<file path="config.mk">
export PLATFORM = sky130hd
export DESIGN_NAME = multi_cycle_adder_flat
export DESIGN_NICKNAME = d
export VERILOG_FILES = /design/src/rtl/multi_cycle_adder_if.sv /design/src/rtl/multi_cycle_adder.sv /design/src/flat_wrapper.sv
export SDC_FILE = /design/constraint.sdc
export NUM_CORES = 1
export LEC_CHECK = 0
export ABC_AREA = 1
export BUFFER_PORTS_ARGS = -buffer_cell sky130_fd_sc_hd__buf_2
export CORE_ASPECT_RATIO = 0.7
export CORE_MARGIN = 2
export CORE_UTILIZATION = 40
export DETAILED_ROUTE_END_ITERATION = 12
export GPL_ROUTABILITY_DRIVEN = 0
export PLACE_DENSITY = 0.71
export SYNTH_ARGS = -nofsm -noshare
export SYNTH_HDL_FRONTEND = slang
export SYNTH_SLANG_ARGS = --single-unit
</file>
<file path="constraint.sdc">
create_clock -name Clock -period 4.6 [get_ports Clock]
set_input_delay 0.69 -clock Clock [delete_from_list [all_inputs] [get_ports Clock]]
set_output_delay 0.69 -clock Clock [all_outputs]
set_load 0.03 [all_outputs]
</file>
<file path="src/rtl/multi_cycle_adder_if.sv">
// Handshake and data bundle for multi_cycle_adder.
// Carries the request side (Start_In, operands, carry/borrow-in, Sub_In) and the
// result side (Sum_Out, Carry_Out, Overflow_Out, Busy_Out, Done_Out); clock/reset stay outside.
interface multi_cycle_adder_if #(
    parameter int WIDTH = 8
);
    logic             Start_In;
    logic [WIDTH-1:0] Data_A_In;
    logic [WIDTH-1:0] Data_B_In;
    logic             Carry_In;
    logic             Sub_In;
    logic [WIDTH-1:0] Sum_Out;
    logic             Carry_Out;
    logic             Overflow_Out;
    logic             Busy_Out;
    logic             Done_Out;

    // Requester side: drives the operation, observes results.
    modport master (
        output Start_In, Data_A_In, Data_B_In, Carry_In, Sub_In,
        input  Sum_Out, Carry_Out, Overflow_Out, Busy_Out, Done_Out
    );

    // Adder side.
    modport slave (
        input  Start_In, Data_A_In, Data_B_In, Carry_In, Sub_In,
        output Sum_Out, Carry_Out, Overflow_Out, Busy_Out, Done_Out
    );
endinterface

</file>
<file path="src/rtl/multi_cycle_adder.sv">
// Multi-cycle adder/subtractor: adds WIDTH-bit operands DIGIT_WIDTH bits per clock
// through a ripple of full-adder slices with a registered inter-digit carry.
// Ports: Clock, Reset (sync, active-high), bus (slave modport: start/operands in,
// sum/carry/overflow/busy/done out). Latency N+1 cycles, N = WIDTH/DIGIT_WIDTH;
// Start_In is only taken in IDLE or DONE, ignored while an operation is in flight.
module multi_cycle_adder #(
    parameter int WIDTH       = 8,
    parameter int DIGIT_WIDTH = 2
) (
    input  logic               Clock,
    input  logic               Reset,
    multi_cycle_adder_if.slave bus
);

    localparam int N     = WIDTH / DIGIT_WIDTH;
    localparam int CNT_W = $clog2(N + 1);
    localparam logic [CNT_W-1:0] LAST_DIGIT = CNT_W'(N - 1);

    generate
        if (WIDTH < 2 || DIGIT_WIDTH < 1 || (WIDTH % DIGIT_WIDTH) != 0) begin : g_bad_param
            $error("multi_cycle_adder: WIDTH must be >= 2 and a multiple of DIGIT_WIDTH >= 1");
        end
    endgenerate

    typedef enum logic [1:0] {
        IDLE = 2'd0,
        ADD  = 2'd1,
        DONE = 2'd2
    } state_t;

    state_t state_q, state_d;

    // Operand / progress registers
    logic [WIDTH-1:0] a_q, a_d;
    logic [WIDTH-1:0] b_q, b_d;
    logic             carry_q, carry_d;
    logic [CNT_W-1:0] cnt_q, cnt_d;
    logic [WIDTH-1:0] shadow_q, shadow_d;
    logic             msb_cin_q, msb_cin_d;
    logic             msb_cout_q, msb_cout_d;

    // Published outputs
    logic [WIDTH-1:0] sum_q, sum_d;
    logic             cout_q, cout_d;
    logic             ovf_q, ovf_d;
    logic             busy_q, busy_d;
    logic             done_q, done_d;

    // Digit slice datapath
    logic [DIGIT_WIDTH-1:0] a_dig;
    logic [DIGIT_WIDTH-1:0] b_dig;
    logic [DIGIT_WIDTH-1:0] s_dig;
    logic [DIGIT_WIDTH:0]   c_chain;
    logic                   start_acc;

    // Both IDLE and DONE accept a new request; ADD ignores Start_In.
    always_comb begin
        start_acc = bus.Start_In && (state_q != ADD);
    end

    // ---------------- FSM: state register ----------------
    always_ff @(posedge Clock) begin
        if (Reset) begin
            state_q <= IDLE;
        end else begin
            state_q <= state_d;
        end
    end

    // ---------------- FSM: next state ----------------
    always_comb begin
        state_d = state_q;
        unique case (state_q)
            IDLE: begin
                if (bus.Start_In) begin
                    state_d = ADD;
                end
            end
            ADD: begin
                if (cnt_q == LAST_DIGIT) begin
                    state_d = DONE;
                end
            end
            DONE: begin
                state_d = bus.Start_In ? ADD : IDLE;
            end
            default: begin
                state_d = IDLE;
            end
        endcase
    end

    // ---------------- FSM: outputs ----------------
    // Busy/Done are registered decodes of the state, so they trail the state by
    // one cycle; results are copied from the shadow while the FSM sits in DONE
    // and so become visible together with Done_Out.
    always_comb begin
        busy_d = (state_q == ADD);
        done_d = (state_q == DONE);
        sum_d  = sum_q;
        cout_d = cout_q;
        ovf_d  = ovf_q;
        if (state_q == DONE) begin
            sum_d  = shadow_q;
            cout_d = msb_cout_q;
            ovf_d  = msb_cin_q ^ msb_cout_q;
        end
    end

    // ---------------- Digit select ----------------
    always_comb begin
        a_dig = '0;
        b_dig = '0;
        for (int i = 0; i < N; i++) begin
            if (cnt_q == CNT_W'(i)) begin
                a_dig = a_q[i*DIGIT_WIDTH +: DIGIT_WIDTH];
                b_dig = b_q[i*DIGIT_WIDTH +: DIGIT_WIDTH];
            end
        end
    end

    // ---------------- Full-adder ripple for one digit ----------------
    always_comb begin
        c_chain    = '0;
        s_dig      = '0;
        c_chain[0] = carry_q;
        for (int j = 0; j < DIGIT_WIDTH; j++) begin
            s_dig[j]     = a_dig[j] ^ b_dig[j] ^ c_chain[j];
            c_chain[j+1] = (a_dig[j] & b_dig[j]) | (c_chain[j] & (a_dig[j] ^ b_dig[j]));
        end
    end

    // ---------------- Datapath next state ----------------
    always_comb begin
        a_d        = a_q;
        b_d        = b_q;
        carry_d    = carry_q;
        cnt_d      = cnt_q;
        shadow_d   = shadow_q;
        msb_cin_d  = msb_cin_q;
        msb_cout_d = msb_cout_q;
        if (start_acc) begin
            // Subtraction is A + ~B + 1; a borrow-in removes that +1.
            a_d     = bus.Data_A_In;
            b_d     = bus.Sub_In ? ~bus.Data_B_In : bus.Data_B_In;
            carry_d = bus.Carry_In ^ bus.Sub_In;
            cnt_d   = '0;
        end else if (state_q == ADD) begin
            carry_d = c_chain[DIGIT_WIDTH];
            cnt_d   = cnt_q + CNT_W'(1);
            for (int i = 0; i < N; i++) begin
                if (cnt_q == CNT_W'(i)) begin
                    shadow_d[i*DIGIT_WIDTH +: DIGIT_WIDTH] = s_dig;
                end
            end
            // The top slice of the last digit is the word MSB: keep the carry
            // entering and leaving it for the overflow flag.
            if (cnt_q == LAST_DIGIT) begin
                msb_cin_d  = c_chain[DIGIT_WIDTH-1];
                msb_cout_d = c_chain[DIGIT_WIDTH];
            end
        end
    end

    always_ff @(posedge Clock) begin
        if (Reset) begin
            a_q        <= '0;
            b_q        <= '0;
            carry_q    <= 1'b0;
            cnt_q      <= '0;
            shadow_q   <= '0;
            msb_cin_q  <= 1'b0;
            msb_cout_q <= 1'b0;
        end else begin
            a_q        <= a_d;
            b_q        <= b_d;
            carry_q    <= carry_d;
            cnt_q      <= cnt_d;
            shadow_q   <= shadow_d;
            msb_cin_q  <= msb_cin_d;
            msb_cout_q <= msb_cout_d;
        end
    end

    always_ff @(posedge Clock) begin
        if (Reset) begin
            sum_q  <= '0;
            cout_q <= 1'b0;
            ovf_q  <= 1'b0;
            busy_q <= 1'b0;
            done_q <= 1'b0;
        end else begin
            sum_q  <= sum_d;
            cout_q <= cout_d;
            ovf_q  <= ovf_d;
            busy_q <= busy_d;
            done_q <= done_d;
        end
    end

    assign bus.Sum_Out      = sum_q;
    assign bus.Carry_Out    = cout_q;
    assign bus.Overflow_Out = ovf_q;
    assign bus.Busy_Out     = busy_q;
    assign bus.Done_Out     = done_q;

endmodule

</file>
<file path="src/flat_wrapper.sv">
// flat-port wrapper written by rule: the top's interface ports become plain ports
module multi_cycle_adder_flat 
#(
    parameter int WIDTH       = 8,
    parameter int DIGIT_WIDTH = 2
)
  (Clock, Reset, bus_Start_In, bus_Data_A_In, bus_Data_B_In, bus_Carry_In, bus_Sub_In, bus_Sum_Out, bus_Carry_Out, bus_Overflow_Out, bus_Busy_Out, bus_Done_Out);
  multi_cycle_adder_if #(.WIDTH(WIDTH)) bus_i ();
  input  logic Clock;
  input  logic Reset;
  input wire logic [$bits(bus_i.Start_In)-1:0] bus_Start_In;
  input wire logic [$bits(bus_i.Data_A_In)-1:0] bus_Data_A_In;
  input wire logic [$bits(bus_i.Data_B_In)-1:0] bus_Data_B_In;
  input wire logic [$bits(bus_i.Carry_In)-1:0] bus_Carry_In;
  input wire logic [$bits(bus_i.Sub_In)-1:0] bus_Sub_In;
  output wire logic [$bits(bus_i.Sum_Out)-1:0] bus_Sum_Out;
  output wire logic [$bits(bus_i.Carry_Out)-1:0] bus_Carry_Out;
  output wire logic [$bits(bus_i.Overflow_Out)-1:0] bus_Overflow_Out;
  output wire logic [$bits(bus_i.Busy_Out)-1:0] bus_Busy_Out;
  output wire logic [$bits(bus_i.Done_Out)-1:0] bus_Done_Out;
  assign bus_i.Start_In = bus_Start_In;
  assign bus_i.Data_A_In = bus_Data_A_In;
  assign bus_i.Data_B_In = bus_Data_B_In;
  assign bus_i.Carry_In = bus_Carry_In;
  assign bus_i.Sub_In = bus_Sub_In;
  assign bus_Sum_Out = bus_i.Sum_Out;
  assign bus_Carry_Out = bus_i.Carry_Out;
  assign bus_Overflow_Out = bus_i.Overflow_Out;
  assign bus_Busy_Out = bus_i.Busy_Out;
  assign bus_Done_Out = bus_i.Done_Out;
  multi_cycle_adder #(.WIDTH(WIDTH), .DIGIT_WIDTH(DIGIT_WIDTH)) u_core (.Clock(Clock), .Reset(Reset), .bus(bus_i));
endmodule
</file>
==> impl_metrics.yaml, run 1 <==
global_routing:
  grt_start_max_net_pins: 29
  grtUsageTotal_pct: 16.08
  grt_overflow: 0
  antenna_found_initial: 0
  grt_pass1_vias: 1527
  grt_pass1_wl_mm: 7.031
timing:
  max_freq_mhz: 370.8
  tightest_slew_ps: 403.0
  fin_ws_ps: 1903
  finalCriticalPeriod_ps: 2697
  rsz0062_at_grt: "no"
  finalClockSkew_ps: 11.96
  tns_ps: 0
  slew_headroom_pct: 73.09
  hold_viol_final: 0
  fin_crit_sh_pct: 58.63
  drv_slew: 0
  setup_viol: 0
floorplan:
  start_util_pct: 41.84
  rows: 21
  die-area_um2: 5622
  chipHeight_um: 63.34
  core_um2: 4808
  ios: 33
  die_w_um: 88.77
detailed_routing:
  drt-total-wl_mm: 4.100
  wl_met2_mm: 1.503
  routed.top_layer: "met4"
  wl_met3_um: 190
  num_vias: 1718
  first_pass_iters: 4
  wl_met1_mm: 2.357
  drcViolationCount: 0
  drtAntennaViolNets: 0
  first_iter_violations: 92
  avgRoutedWirePerCell_um: 11.05
  viasPerCell: 4.631
cts:
  cts_made_buffers: 5
  postCtsResizedCells: 0
  path_clk_slew_ps: 80
  clock_latency_ps: 300
  postCtsSetupRepairBufs: 0
  cts_tree: "done"
  htreeDepth: 2
  ctsHoldBuffers: 0
  clock-sinks: 44
  cts-root-buf: "clkbuf_8"
  clock_path_buffers: 2
power_and_ir_drop:
  power_density_nw_per_um2: 357.7
  total_power_uw: 829.2
  leakage_nw: 1.095
  ir_drop_v: 0.0001760
cells_and_area:
  multi_input_area_um2: 935.9
  fin_nets: 329
  fin_util_pct: 48.22
  num_antenna_cells: 0
  seqCellArea_um2: 880.8
  drive_gt1_share_pct: 17.55
  layout_common_cells: "49 x nor2_1, 45 x nand2_1, 44 x dfxtp_1, 32 x buf_2, 26 x inv_1"
  stdcell_area_um2: 2318
  synthToLayoutAreaGrowth_pct: 15.24
  layout_commonest_cell: "nor2_1"
  nFillCells: 486
critical_path:
  end_kind: "flop"
  crit_type: "flop to flop"
  cp.arrival_ps: 2900
  worstPathRequired_ps: 4800
  worstPathMaxFanout: 9
  worstSetupStartpointType: "flop"
placed_design:
  io_buffers: 32
  hpwl_mm: 3.050
  place_ws_ps: 1966
  placed_cell_area_um2: 2197
worst_hold_path:
  hp-class: "flop to flop"
status:
  status: "completed"
synth:
  netlist_area_um2: 2012
  syn_nets: 299
  avgSynthCellArea_um2: 7.424
  synth.distinct_cells: 24
  synth_warnings: 0
  ys_seq_elements: 44
  seq_area_frac_synth_pct: 43.78
  synthCells: 271
run:
  max-cap-violations: 0
-- layout make-up --
| type | count | area share, % |
|---|---|---|
| multi-input cells | 184 | 40.37 |
| flip-flops and latches | 44 | 37.99 |
| repair buffers | 33 | 7.232 |
| inverters | 33 | 5.451 |
| well taps | 69 | 3.724 |
| clock buffers | 6 | 3.562 |
| clock inverters | 2 | 1.673 |
-- where the power goes --
| group | switching (mW) | internal (mW) |
|---|---|---|
| clock network | 0.131 | 0.178 |
| registers | 0.0112 | 0.400 |
| logic | 0.0709 | 0.0385 |
| total | 0.213 | 0.616 |
-- metal layers --
metal	GRT usage (%)	vias to the layer above
met1	25.35	770
met4	4.545	0
li1	-	904
met3	4.980	7
met5	0	-
met2	20.52	37
-- metrics by stage --
step / hold slack [ps] / instances
after global routing: 472.1 / 371
after detailed placement: 450.3 / 363
after CTS: 460.9 / 371
after floorplan: 429.7 / 271
after global placement: 443.8 / 363
final: 454.9 / 371
-- synth_stat cells (all sizes together) --
| master | number | area share, % |
|---|---|---|
| or2 | 2 | 0.62 |
| xor2 | 9 | 3.9 |
| fa | 2 | 2.0 |
| o21ai | 26 | 6.5 |
| nor2 | 49 | 9.1 |
| inv | 30 | 5.7 |
| nand3b | 2 | 0.75 |
| dfxtp | 44 | 44 |
| xnor2 | 1 | 0.44 |
| buf | 8 | 3.0 |
| o31ai | 1 | 0.37 |
| clkbuf | 2 | 0.37 |
| ha | 5 | 3.1 |
| nand2 | 51 | 11 |
| nand3 | 14 | 3.5 |
| clkinv | 3 | 0.56 |
| a21oi | 22 | 5.5 |
-- logic make-up (layout without fill, tap and decap cells) --
kind of cell / count (synthesis) / after routing / synth area share [%]
simple gates: 118 / 118 / 24.75
compound gates: 49 / 49 / 12.31
flops: 44 / 44 / 43.78
buf+inv: 43 / 74 / 9.702
xor+xnor: 10 / 10 / 4.354
fa+ha+maj: 7 / 7 / 5.100
-- registers in the layout, summed over array words and instances, names as in the netlist --
signal	count
u_core.a_q	8
u_core.b_q	8
u_core.bus.Busy_Out	1
u_core.bus.Carry_Out	1
u_core.bus.Done_Out	1
u_core.bus.Overflow_Out	1
u_core.bus.Sum_Out	8
u_core.carry_q	1
u_core.cnt_q	3
u_core.msb_cin_q	1
u_core.msb_cout_q	1
u_core.shadow_q	8
u_core.state_q	2
-- worst max-delay path, cell delays in order, from the launching register on --
cell and delay (ps):
dfxtp_1 350, ha_1 210, ha_1 290, inv_1 220, nand2_1 90, inv_1 50, a21oi_1 80, fa_1 460
fa_1 550, inv_1 70, o21ai_0 170, nor2_1 50
-- worst paths after layout --
| path | slack (ps) | cells after the start | endpoint | from |
|---|---|---|---|---|
| setup / recovery | 1900 | 11 | u_core.shadow_q[5]$_SDFFE_PP0P_ | u_core.cnt_q[0]$_SDFFE_PP0P_ |
| hold / removal | 450 | 2 | u_core.a_q[0]$_SDFFE_PP0P_ | u_core.a_q[0]$_SDFFE_PP0P_ |
| setup reg to reg | 1900 | 11 | u_core.shadow_q[5]$_SDFFE_PP0P_ | u_core.cnt_q[0]$_SDFFE_PP0P_ |
| hold reg to reg | 450 | 2 | u_core.a_q[0]$_SDFFE_PP0P_ | u_core.a_q[0]$_SDFFE_PP0P_ |
No activity file was read; power rests on OpenSTA's default activity.
==> inputs of run 2 (changes only) <==
Clock period 4.6 ns to 2.6 ns, I/O delays scaled along.
==> impl_metrics.yaml, run 2 (synthesis gave the netlist of run 1 again) <==
placed_design:
  io_buffers: 32
  place_inst: 364
  place_ws_ps: 87.37
  placed_cell_area_um2: 2205
  hpwl_mm: 3.121
critical_path:
  worstSetupStartpointType: "flop"
  critPathMaxStageDelay_ps: 540
  worstPathRequired_ps: 2800
  worst_path_max_delay_cell: "fa_1"
  crit_type: "flop to flop"
  worstPathMaxFanout: 6
  path_delay_family: "adder cells"
  end_kind: "flop"
  cp_cell_sequence: "ha_1, ha_1, inv_2, nand2_1, inv_1, a21oi_1, fa_2, fa_1, inv_1, o21ai_1, nor2_1"
  cp_num_buf_inv: 3
  cp.arrival_ps: 2540
floorplan:
  die-area_um2: 5622
  start_util_pct: 41.84
  core_um2: 4808
  ios: 33
  die_w_um: 88.77
  rows: 21
  chipHeight_um: 63.34
timing:
  slew_headroom_pct: 72.72
  finalCriticalPeriod_ps: 2339
  tns_ps: 0
  setup_viol: 0
  hold_viol_final: 0
  fin_crit_sh_pct: 89.98
  tightest_slew_ps: 408.6
  rsz0062_at_grt: "no"
  drv_slew: 0
  finalClockSkew_ps: 1.549
  fin_ws_ps: 260.6
  max_freq_mhz: 427.5
cells_and_area:
  num_antenna_cells: 0
  fin_nets: 330
  stdcell_count: 372
  multi_input_area_um2: 945.9
  layout_common_cells: "48 x nor2_1, 45 x nand2_1, 41 x dfxtp_1, 32 x buf_2, 25 x inv_1"
  nFillCells: 504
  drive_gt1_share_pct: 19.47
  layout_commonest_cell: "nor2_1"
  synthToLayoutAreaGrowth_pct: 14.93
  seqCellArea_um2: 884.6
  stdcell_area_um2: 2312
global_routing:
  grt_pass1_vias: 1632
  grt_overflow: 0
  antenna_found_initial: 0
  grt_pass1_wl_mm: 7.479
  grt_start_max_net_pins: 29
  grtUsageTotal_pct: 17.23
power_and_ir_drop:
  leakage_nw: 1.088
  total_power_mw: 1.363
  ir_drop_v: 0.0002283
  power_density_nw_per_um2: 589.6
cts:
  htreeDepth: 2
  cts-root-buf: "clkbuf_8"
  clock_latency_ps: 300
  ctsHoldBuffers: 0
  clock-sinks: 44
  path_clk_slew_ps: 80
  cts_made_buffers: 5
  clock_path_buffers: 2
  cts_tree: "done"
detailed_routing:
  drtAntennaViolNets: 0
  first_pass_iters: 4
  viasPerCell: 4.683
  drt-total-wl_mm: 4.229
  avgRoutedWirePerCell_um: 11.37
  num_vias: 1742
  first_iter_violations: 92
  drcViolationCount: 0
status:
  status: "completed"
worst_hold_path:
  hp-class: "input port to flop"
run:
  max-cap-violations: 0
[run 2: cell types whose count changed in the layout (fill, tap and decap cells not counted), moves of 2 or more]
cell / delta
o21ai_1: +2
dfxtp_1: -3
o21ai_0: -2
dfxtp_2: +3
[run 2: path summary, 6_finish.rpt]
| kind | from | to | slack, ps | cells after the start |
|---|---|---|---|---|
| min reg2reg | u_core.a_q[0]$_SDFFE_PP0P_ | u_core.a_q[0]$_SDFFE_PP0P_ | 460 | 2 |
| min | bus_Data_A_In[7] | u_core.a_q[7]$_SDFFE_PP0P_ | 350 | 3 |
| max reg2reg | u_core.cnt_q[0]$_SDFFE_PP0P_ | u_core.shadow_q[3]$_SDFFE_PP0P_ | 260 | 11 |
| max | u_core.cnt_q[0]$_SDFFE_PP0P_ | u_core.shadow_q[3]$_SDFFE_PP0P_ | 260 | 11 |
[run 2: what timing repair did]
item / 4_1_cts / 5_1_grt
endpoints found under the setup margin: 0 / 6
resized for setup: 0 / 9
setup buffers: 0 / 0
[run 2: metal layers]
metal	global-route usage, %	wire, um	share of wire [%]	vias up
met5	0	0	0	-
li1	-	-	-	909
met3	4.849	263	6.2	6
met4	5.682	65	1.5	0
met1	25.77	2289	54	772
met2	23.51	1610	38	55
[run 2: cell type report]
| type | instances | area share [%] |
|---|---|---|
| Tap cell | 69 | 3.734 |
| Multi-Input combinational cell | 184 | 40.91 |
| Inverter | 33 | 5.465 |
| Sequential cell | 44 | 38.26 |
| Timing Repair Buffer | 34 | 7.576 |
| Clock inverter | 1 | 0.3247 |
| Clock buffer | 7 | 3.734 |
[run 2: report_power, final]
| group | leakage, nW | internal [mW] | switching (mW) |
|---|---|---|---|
| combinational | 0.684 | 0.0691 | 0.127 |
| clock | 0.0445 | 0.216 | 0.225 |
| sequential | 0.360 | 0.708 | 0.0193 |
[run 2: worst reg2reg max path: cells and delay by family (launching register included)]
kind	cells	cell delay [ps]
adders and majority gates	4	1350
DFF	1	350
buffers and inverters	3	230
AOI/OAI and AO/OA	2	220
and+or+nand+nor	2	110
[run 2: through the flow]
stage	util, %	hold WS (ps)
2_1_floorplan	-	429.7
3_3_place_gp	45.85	444.4
3_5_place_dp	45.85	452.7
4_1_cts	47.80	341.7
5_1_grt	48.09	375.4
6_report	48.09	347.8
